File: src/rtl/riscv_mem_pkg.sv
// Shared data-memory types for the RISC-V core data path.
// Provides the default address/data widths and the store-buffer entry layout.
package riscv_mem_pkg;

    localparam int SB_ADDR_W = 32;
    localparam int SB_DATA_W = 32;

    typedef struct packed {
        logic                 valid;
        logic [SB_ADDR_W-1:0] addr;
        logic [SB_DATA_W-1:0] data;
    } sb_entry_t;

endpackage

File: src/rtl/dmem_sb_match.sv
// Youngest-first address match over the store-buffer entry array.
// Scans from tail-1 back towards the oldest slot; the first valid entry whose
// full address equals addr_i supplies the forwarded data.
module dmem_sb_match
    import riscv_mem_pkg::*;
#(
    parameter int DEPTH = 4,
    localparam int PTR_W = $clog2(DEPTH)
) (
    input  sb_entry_t            entries_i [DEPTH],
    input  logic [PTR_W-1:0]     tail_i,
    input  logic [SB_ADDR_W-1:0] addr_i,
    output logic                 hit_o,
    output logic [SB_DATA_W-1:0] data_o
);

    logic [PTR_W-1:0] idx;

    // Priority search, youngest entry first; offset DEPTH wraps onto tail itself (oldest when full).
    always_comb begin
        // NOTE: every output of a combinational block gets a default before any branch, so no latch is inferred.
        hit_o  = 1'b0;
        data_o = '0;
        idx    = '0;
        for (int i = 1; i <= DEPTH; i++) begin
            idx = tail_i - PTR_W'(i);
            if (!hit_o && entries_i[idx].valid && (entries_i[idx].addr == addr_i)) begin
                hit_o  = 1'b1;
                data_o = entries_i[idx].data;
            end
        end
    end

endmodule

File: src/rtl/dmem_store_buffer.sv
// Posted-write store buffer between the core data port and data memory.
// Stores retire into a DEPTH-entry FIFO and drain in order under MemWReady;
// loads forward from the youngest matching pending store, else read memory.
// Optional feature: define STORE_COALESCE_EN to merge a store into the youngest
// entry when the addresses match (no allocation, never stalls).
// ADDR_W/DATA_W must equal the riscv_mem_pkg widths used by sb_entry_t.
module dmem_store_buffer
    import riscv_mem_pkg::*;
#(
    parameter int DEPTH  = 4,
    parameter int ADDR_W = SB_ADDR_W,
    parameter int DATA_W = SB_DATA_W
) (
    input  logic              CLK,
    input  logic              RST,
    input  logic [ADDR_W-1:0] DataMemAddr,
    input  logic              DataMemRead,
    input  logic              DataMemWrite,
    input  logic [DATA_W-1:0] DataMemWData,
    output logic [DATA_W-1:0] DataMemRData,
    output logic              DataMemStall,
    output logic              MemWrite,
    output logic [ADDR_W-1:0] MemWAddr,
    output logic [DATA_W-1:0] MemWData,
    input  logic              MemWReady,
    output logic [ADDR_W-1:0] MemRAddr,
    input  logic [DATA_W-1:0] MemRData,
    output logic              SbEmpty
);

    localparam int PTR_W = $clog2(DEPTH);
    localparam int CNT_W = PTR_W + 1;

    logic [PTR_W-1:0]  head_q, head_d;
    logic [PTR_W-1:0]  tail_q, tail_d;
    logic [CNT_W-1:0]  count_q, count_d;
    logic [DEPTH-1:0]  valid_q;
    logic [ADDR_W-1:0] addr_q [DEPTH];
    logic [DATA_W-1:0] data_q [DEPTH];

    sb_entry_t         entries [DEPTH];
    logic [PTR_W-1:0]  tail_prev;
    logic              full, pop, push, coalesce;
    logic              fwd_hit;
    logic [DATA_W-1:0] fwd_data;

    assign SbEmpty   = (count_q == '0);
    assign full      = (count_q == CNT_W'(DEPTH));
    assign MemWrite  = !SbEmpty;
    assign MemWAddr  = addr_q[head_q];
    assign MemWData  = data_q[head_q];
    assign pop       = MemWrite && MemWReady;
    assign tail_prev = tail_q - PTR_W'(1);

`ifdef STORE_COALESCE_EN
    // Merge into the youngest entry unless that entry is the one leaving this cycle.
    assign coalesce = DataMemWrite && !SbEmpty && (addr_q[tail_prev] == DataMemAddr)
                      && !(pop && (count_q == CNT_W'(1)));
`else
    assign coalesce = 1'b0;
`endif

    // A full buffer still accepts a store when the head drains in the same cycle.
    assign DataMemStall = DataMemWrite && full && !pop && !coalesce;
    assign push         = DataMemWrite && !DataMemStall && !coalesce;

    // Pack the storage into entry records for the forwarding matcher.
    always_comb begin
        for (int i = 0; i < DEPTH; i++) begin
            entries[i] = '{valid: valid_q[i], addr: addr_q[i], data: data_q[i]};
        end
    end

    dmem_sb_match #(.DEPTH(DEPTH)) u_match (
        .entries_i (entries),
        .tail_i    (tail_q),
        .addr_i    (DataMemAddr),
        .hit_o     (fwd_hit),
        .data_o    (fwd_data)
    );

    assign MemRAddr     = DataMemAddr;
    assign DataMemRData = DataMemRead ? (fwd_hit ? fwd_data : MemRData) : '0;

    // Pointer and occupancy next-state; pointers wrap naturally at DEPTH.
    always_comb begin
        head_d  = head_q;
        tail_d  = tail_q;
        if (pop)  head_d = head_q + PTR_W'(1);
        if (push) tail_d = tail_q + PTR_W'(1);
        count_d = count_q + CNT_W'(push) - CNT_W'(pop);
    end

    // Control state: pointers, count and valid bits, cleared asynchronously.
    always_ff @(posedge CLK or negedge RST) begin
        // NOTE: clocked state uses non-blocking assignments so every register samples pre-edge values.
        if (!RST) begin
            head_q  <= '0;
            tail_q  <= '0;
            count_q <= '0;
            valid_q <= '0;
        end else begin
            head_q  <= head_d;
            tail_q  <= tail_d;
            count_q <= count_d;
            // Push after pop: on a full push+pop head==tail and the slot must stay valid.
            if (pop)  valid_q[head_q] <= 1'b0;
            if (push) valid_q[tail_q] <= 1'b1;
        end
    end

    // Entry payload: written on push, or overwritten in place on coalesce.
    always_ff @(posedge CLK) begin
        // NOTE: payload storage is not reset; valid bits and count alone decide whether it is ever observed.
        if (push) begin
            addr_q[tail_q] <= DataMemAddr;
            data_q[tail_q] <= DataMemWData;
        end else if (coalesce) begin
            data_q[tail_prev] <= DataMemWData;
        end
    end

endmodule

File: config.mk
export PLATFORM = sky130hd
export DESIGN_NAME = dmem_store_buffer
export DESIGN_NICKNAME = d
export VERILOG_FILES = /design/src/rtl/riscv_mem_pkg.sv /design/src/rtl/dmem_sb_match.sv /design/src/rtl/dmem_store_buffer.sv
export SDC_FILE = /design/constraint.sdc
export NUM_CORES = 1
export LEC_CHECK = 0
export BUFFER_PORTS_ARGS = -buffer_cell sky130_fd_sc_hd__buf_4
export CAP_MARGIN = 20
export CORE_ASPECT_RATIO = 0.5
export CORE_MARGIN = 2
export CORE_UTILIZATION = 50
export DETAILED_ROUTE_END_ITERATION = 16
export GPL_ROUTABILITY_DRIVEN = 0
export PLACE_DENSITY_LB_ADDON = 0.08
export SLEW_MARGIN = 20
export SYNTH_ARGS = -nofsm -noshare
export SYNTH_HDL_FRONTEND = slang
export SYNTH_HIERARCHICAL = 1
export SYNTH_SLANG_ARGS = --single-unit
File: constraint.sdc
create_clock -name CLK -period 12.9 [get_ports CLK]
set_input_delay 2.58 -clock CLK [delete_from_list [all_inputs] [get_ports CLK]]
set_output_delay 2.58 -clock CLK [all_outputs]
set_load 0.02 [all_outputs]
# Yosys cells after proc, flatten, opt, wreduce, memory -nomap -nowiden

Memories as Yosys holds them, arrays and structs flattened.
Index checks and enable logic that the tools add are counted.
W data, S select, Z words.

Equality and inequality tests: 5
Add/sub/neg operators: 7
Mux-type cells: 30
$lt $le $gt $ge: 8
Reductions and logical operators: 20
Bitwise logic cells: 7

Operators by type and width:

| operator              | count |
|---|---|
| $bmux W65 S2          | 4 |
| $mux W65              | 8 |
| $mux W32              | 6 |
| $eq A32 B32 Y1        | 4 |
| $logic_and A1 B1 Y1   | 13 |
| $ge A3 B3 Y1 const B  | 4 |
| $not A2 Y3            | 4 |
| $mux W1               | 8 |
| $mux W4               | 2 |
| $logic_not A1 Y1      | 6 |
| $lt A2 B3 Y1 const B  | 2 |
| $add A2 B1 Y2 const B | 2 |
| $and A4 B4 Y4         | 1 |
| $demux W1 S2          | 2 |
| $ge A2 B1 Y1 const B  | 2 |
| $not A4 Y4            | 1 |
| $or A4 B4 Y4          | 1 |
| $sub A2 B2 Y2 const B | 2 |
| $add A3 B1 Y3         | 1 |
| $eq A3 B3 Y1 const B  | 1 |
| $logic_not A3 Y1      | 1 |
| $sub A3 B1 Y3         | 1 |
| $sub A2 B1 Y2 const B | 1 |

Register bits: 11
Memories kept: 2
Logic and storage cells: 83
Input bits: 101
Output and inout bits: 131
Memory bits (writable): 256

Memory list:

| name   | words | width | rd ports | clocked after Yosys merged registers in | write ports | line                    | source |
|---|---|---|---|---|---|---|---|
| addr_q | 4     | 32    | 5        | 0                                       | 1           | dmem_store_buffer.sv:38 | `logic [ADDR_W-1:0] addr_q [DEPTH];` |
| data_q | 4     | 32    | 5        | 0                                       | 1           | dmem_store_buffer.sv:39 | `logic [DATA_W-1:0] data_q [DEPTH];` |

# Logic depth before layout (Yosys ltp)

Word-level depth: 22
Mapped depth: 17

# By module

The synthesis kept the hierarchy.

Modules (own cells, without submodules):

| module            | sequential area each (µm²) | times used | area each (µm²) | cells each |
|---|---|---|---|---|
| dmem_store_buffer | 7962.6                     | 1          | 10665.2         | 493 |
| dmem_sb_match     | 0.0                        | 1          | 8580.7          | 1083 |

# Worst setup path after synthesis

OpenSTA, ideal clock, no wires.

Kind: in2out
Start point: input DataMemAddr[14]
End point: output DataMemRData[12]
Path buffers: 2
Cell stages on the path: 13
Required time: 10.320 ns
Path slack: 4.877 ns
Arrival: 5.443 ns
Cells stage by stage: clkbuf_1 -> nand2b_1 -> a21oi_1 -> a2111oi_2 -> nand3_1 -> a2111o_1 -> nor3_4 -> buf_2 -> mux2_2 -> a2111oi_0 -> a21oi_1 -> mux2i_1 -> nor2b_1

Cells in the longest elaborated chain, start to end: 17
Elaborated cells between the ends (all ways): 24

Ends and longest elaborated chain:

| what                              | line                    | source |
|---|---|---|
| start: declaration                | dmem_store_buffer.sv:16 | `input logic [ADDR_W-1:0] DataMemAddr,` |
| $eq A32 B32 Y1                    | dmem_sb_match.sv:27     | `if (!hit_o && entries_i[idx].valid && (entries_i[idx].addr == addr_i)) begin` |
| $logic_and A1 B1 Y1               | dmem_sb_match.sv:27     |  |
| $mux W1                           | dmem_sb_match.sv:27     |  |
| $logic_not A1 Y1                  | dmem_sb_match.sv:27     |  |
| $logic_and A1 B1 Y1 (2 in series) | dmem_sb_match.sv:27     |  |
| $mux W1                           | dmem_sb_match.sv:27     |  |
| $logic_not A1 Y1                  | dmem_sb_match.sv:27     |  |
| $logic_and A1 B1 Y1 (2 in series) | dmem_sb_match.sv:27     |  |
| $mux W1                           | dmem_sb_match.sv:27     |  |
| $logic_not A1 Y1                  | dmem_sb_match.sv:27     |  |
| $logic_and A1 B1 Y1 (2 in series) | dmem_sb_match.sv:27     |  |
| $mux W32 (*)                      | dmem_sb_match.sv:27     |  |
| net fwd_data[12]                  | dmem_store_buffer.sv:45 | `logic [DATA_W-1:0] fwd_data;` |
| $mux W32 (*) (2 in series)        | dmem_store_buffer.sv:83 | `assign DataMemRData = DataMemRead ? (fwd_hit ? fwd_data : MemRData) : '0;` |
| end: declaration                  | dmem_store_buffer.sv:20 | `output logic [DATA_W-1:0] DataMemRData,` |

The timed path passes the listed nets; every way through them passes the cells marked *.

# Final worst setup path

Start point: register tail_q[1]
End point: output DataMemRData[3]

Cells in the longest elaborated chain, start to end: 22
Elaborated cells between the ends (all ways): 43

Ends and longest elaborated chain:

| what                                         | line                                     | source |
|---|---|---|
| start: declaration                           | dmem_store_buffer.sv:35                  | `logic [PTR_W-1:0] tail_q, tail_d;` |
| start signal: assignment                     | dmem_store_buffer.sv:104                 | `tail_q <= tail_d;` |
| $sub A2 B1 Y2                                | dmem_sb_match.sv:26                      | `idx = tail_i - PTR_W'(i);` |
| $not A2 Y3 (not written as such)             | dmem_sb_match.sv:27, dmem_sb_match.sv:29 |  |
| $bmux W65 S2                                 | dmem_sb_match.sv:27, dmem_sb_match.sv:29 |  |
| $mux W65 (not written as such) (2 in series) | dmem_sb_match.sv:27                      |  |
| $eq A32 B32 Y1                               | dmem_sb_match.sv:27                      |  |
| $logic_and A1 B1 Y1                          | dmem_sb_match.sv:27                      |  |
| $mux W1                                      | dmem_sb_match.sv:27                      |  |
| $logic_not A1 Y1                             | dmem_sb_match.sv:27                      |  |
| [3 not listed]                               | -                                        |  |
| $logic_not A1 Y1                             | dmem_sb_match.sv:27                      |  |
| $logic_and A1 B1 Y1 (2 in series)            | dmem_sb_match.sv:27                      |  |
| $mux W1                                      | dmem_sb_match.sv:27                      |  |
| $logic_not A1 Y1                             | dmem_sb_match.sv:27                      |  |
| $logic_and A1 B1 Y1 (2 in series)            | dmem_sb_match.sv:27                      |  |
| $mux W32 (*)                                 | dmem_sb_match.sv:27                      |  |
| net fwd_data[3]                              | dmem_store_buffer.sv:45                  |  |
| $mux W32 (*) (2 in series)                   | dmem_store_buffer.sv:83                  |  |

The timed path passes the listed nets; every way through them passes the cells marked *. The select of a mux whose other input is x is not followed.

==> flow_summary_export.csv <==
group,metric,value,unit
run_status,status,"completed",
floorplanning,coreArea,0.0377,sq mm
routing,wl_per_cell,24.5,microns
timing,fin_crit,9.54,ns
worst_setup_path,max_stage_delay,0.97,ns
power_and_ir_drop,pwr-share-seq,27.9,%
synthesis,synth_warnings,6,
floorplanning,start_util,51.1,%
worst_setup_path,cp-end-kind,"output pin",
timing,setup_viol,0,
synthesis,synthMostInstantiatedCell,"mux2i_1",
timing,setup_slack,3.36,ns
timing,slew_headroom,30.4,%
synthesis,synth_commonest_cells,"315 x mux2i_1, 256 x edfxtp_1, 90 x xnor2_1",
placed_design,io_buffers,231,
timing,tns,0,ns
clock_tree,post_cts.repair.setup_buffers,0,
floorplanning,die_x,281,microns
global_route,grt_use_total,26.5,%
job,maxCapViolations,0,
synthesis,synth_ff_type,"edfxtp_1",
worst_setup_path,reg2regPathDepth,4,
synthesis,synthCells,1576,
worst_setup_path,crit_required,10.32,ns
floorplanning,ios,232,
worst_setup_path,path_class,"reg -> out",
worst_setup_path,r2r_slack,9.97,ns
routing,drc,0,
clock_tree,htreeDepth,1,
final_layout,fillers,3131,
worst_setup_path,slowest_stage,"dfrtp_4",
hold_path,hold_path_class,"reg -> reg",
global_route,overflow,0,
timing,max_freq,105,MHz
routing,first_iter_violations,1165,
final_layout,nets,1795,
placed_design,dp_hpwl,35700,microns
worst_setup_path,cp_max_fo,56,
clock_tree,clockBufferDepth,3,
power_and_ir_drop,comb_power_share,55.0,%
hold_path,hold_depth,1,
clock_tree,clk_pin_slew,0.06,ns
synthesis,seq_area_frac_synth,41.4,%
timing,worst_pin_slew,1.04,ns
floorplanning,die_area,0.0402,sq mm
timing,final-hold-violation-count,0,
power_and_ir_drop,p_int,2810,uW
timing,grt_setup_unrepaired,"false",
worst_setup_path,worstSetupPathDepth,14,
power_and_ir_drop,power.switching,2090,uW
worst_setup_path,cp_top_family,"simple AND/OR/NAND/NOR gates",
worst_setup_path,path_buf_inv,3,
power_and_ir_drop,vdd_drop_max,0.000190,V
synthesis,synth_cell_types,65,
power_and_ir_drop,power_switching_share,42.6,%
global_route,grt_pass1_vias,13639,
routing,via_per_inst,6.24,
power_and_ir_drop,pwr-share-clk,17.1,%
synthesis,synth-edff-count,256,
synthesis,synth_nets,1687,
synthesis,synth_area_leaders,"edfxtp_1 40%, mux2i_1 16%, mux4_2 9.0%, mux2_2 5.1%, xnor2_1 4.1%",
synthesis,netlist_area,0.0192,sq mm
final_layout,syn_to_final_growth,13.1,%
final_layout,drive_above_1_share,28.3,%
global_route,grt_first_pass_wirelength,81900,microns
final_layout,final_util,57.8,%
synthesis,postSynthAreaPerCell,12.2,sq um
clock_tree,cts_tree,"done",
worst_setup_path,crit_arrival,6.96,ns
worst_setup_path,worstSetupStartpointType,"register",
clock_tree,cts_sinks,267,
clock_tree,hold_buffers,0,
synthesis,yosysTopAreaCellShare,39.9,%
routing,drt_wl_total,54500,microns
clock_tree,ctsResizeCount,0,
power_and_ir_drop,power_density,225,mW/mm^2
worst_setup_path,path_cells,"buf_4 -> mux2i_1 -> mux2_2 -> a222oi_1 -> nand3_1 -> a2111oi_4 -> nand3_2 -> nor3b_4 -> buf_4 -> a2111oi_0 -> a21oi_1 -> mux2i_1 -> nor2b_1 -> buf_4",
timing,fin_worst_skew,0.0125,ns
routing,num_vias,13891,
placed_design,dp_worst_setup_slack,3.69,ns
timing,period_share,74.0,%
routing,dr.pass1.iters,6,
synthesis,ys_ff_latch,267,
final_layout,antenna_cells,0,
global_route,antenna_found_initial,0,
routing,ant_nets,0,
clock_tree,root_buffer,"clkbuf_16",
worst_setup_path,crit_top_cell,"buf_4",
global_route,grt_max_degree,115,
synthesis,yosys.area.top_type,"edfxtp_1",
timing,slew_violations,0,
clock_tree,cts_buffers,28,
synthesis,synth-async-reset-ratio,4.12,%
floorplanning,die_y,143,microns
clock_tree,clk-insertion-delay-late,0.58,ns
floorplanning,row_count,50,
power_and_ir_drop,p_leak,0.00814,uW
==> stage by stage <==
stage | cells | area (sq um) | total power [uW] | hold slack, ns
global route | 2226 | 21800 | 5130 | 0.559
global placement | 2173 | 20800 | 4000 | 0.494
CTS | 2225 | 21700 | 4890 | 0.540
floorplan | 1576 | 19200 | 3330 | 0.475
detailed placement | 2173 | 20800 | 4050 | 0.517
finish | 2226 | 21800 | 4900 | 0.535
==> path summary, 6_finish.rpt <==
path | from | end
max | tail_q[1] | DataMemRData[3]
min | count_q[2] | count_q[2]
max reg2reg | tail_q[0] | addr_q[3][8]
min reg2reg | count_q[2] | count_q[2]
max in group asynchronous | RST | tail_q[1]
min in group asynchronous | RST | valid_q[3]
==> state kept, by name, indices dropped and copies added (netlist names) <==
name,flops
valid_q,4
tail_q,2
addr_q,128
head_q,2
data_q,128
count_q,3
==> logic make-up (layout without fill, tap and decap cells) <==
logic type      Yosys count  after routing  share of synthesized area [%]
compound gates          227            227                           8.52
xor+xnor                126            126                           5.73
fa+ha+maj                10             10                          0.689
buf+inv                 214            344                           6.07
flops                   267            267                           41.4
mux                     481            481                           30.6
simple gates            251            251                           7.01
==> final cells by class <==
| cell class | count | area [sq um] | share of cell area, % |
|---|---|---|---|
| Clock buffer | 37 | 806 | 3.70 |
| Sequential cell | 267 | 7980 | 36.6 |
| Clock inverter | 15 | 135 | 0.621 |
| Timing Repair Buffer | 252 | 1900 | 8.75 |
| Tap cell | 520 | 651 | 2.99 |
| Multi-Input combinational cell | 1095 | 10100 | 46.6 |
| Inverter | 40 | 153 | 0.701 |
==> power by group through the flow <==
| stage | registers (uW) | logic (uW) | clock network (uW) |
|---|---|---|---|
| 5_1_grt | 1400 | 2860 | 881 |
| 4_1_cts | 1370 | 2670 | 849 |
| 2_1_floorplan | 1260 | 2070 | 0 |
| 3_5_place_dp | 1390 | 2660 | 0 |
| 3_3_place_gp | 1370 | 2630 | 0 |
| 6_report | 1370 | 2700 | 836 |
==> worst reg2reg max path: cells and delay by family, from the launching register on <==
kind / cells / cell delay (ns)
flip-flops: 1 / 0.43
AND/OR/NAND/NOR: 1 / 0.51
adder cells (fa/ha/maj): 1 / 0.31
buffers and inverters: 2 / 1.27
==> cell usage in the layout (no fill, tap or decap), drive strengths merged, types with 37 or more instances in the layout <==
cell	instances
nand2	41
buf	252
clkbuf	37
inv	42
mux2	88
mux4	77
a21oi	69
nor2	55
a2111oi	62
mux2i	316
edfxtp	256
xnor2	90
==> per-layer routing <==
layer,share of wire (%),track usage [%]
met5,0,0
met4,2.0,5.24
met3,6.2,3.73
met2,49,45.8
met1,43,35.7
Note: power is estimated with default switching activity, not from simulation.
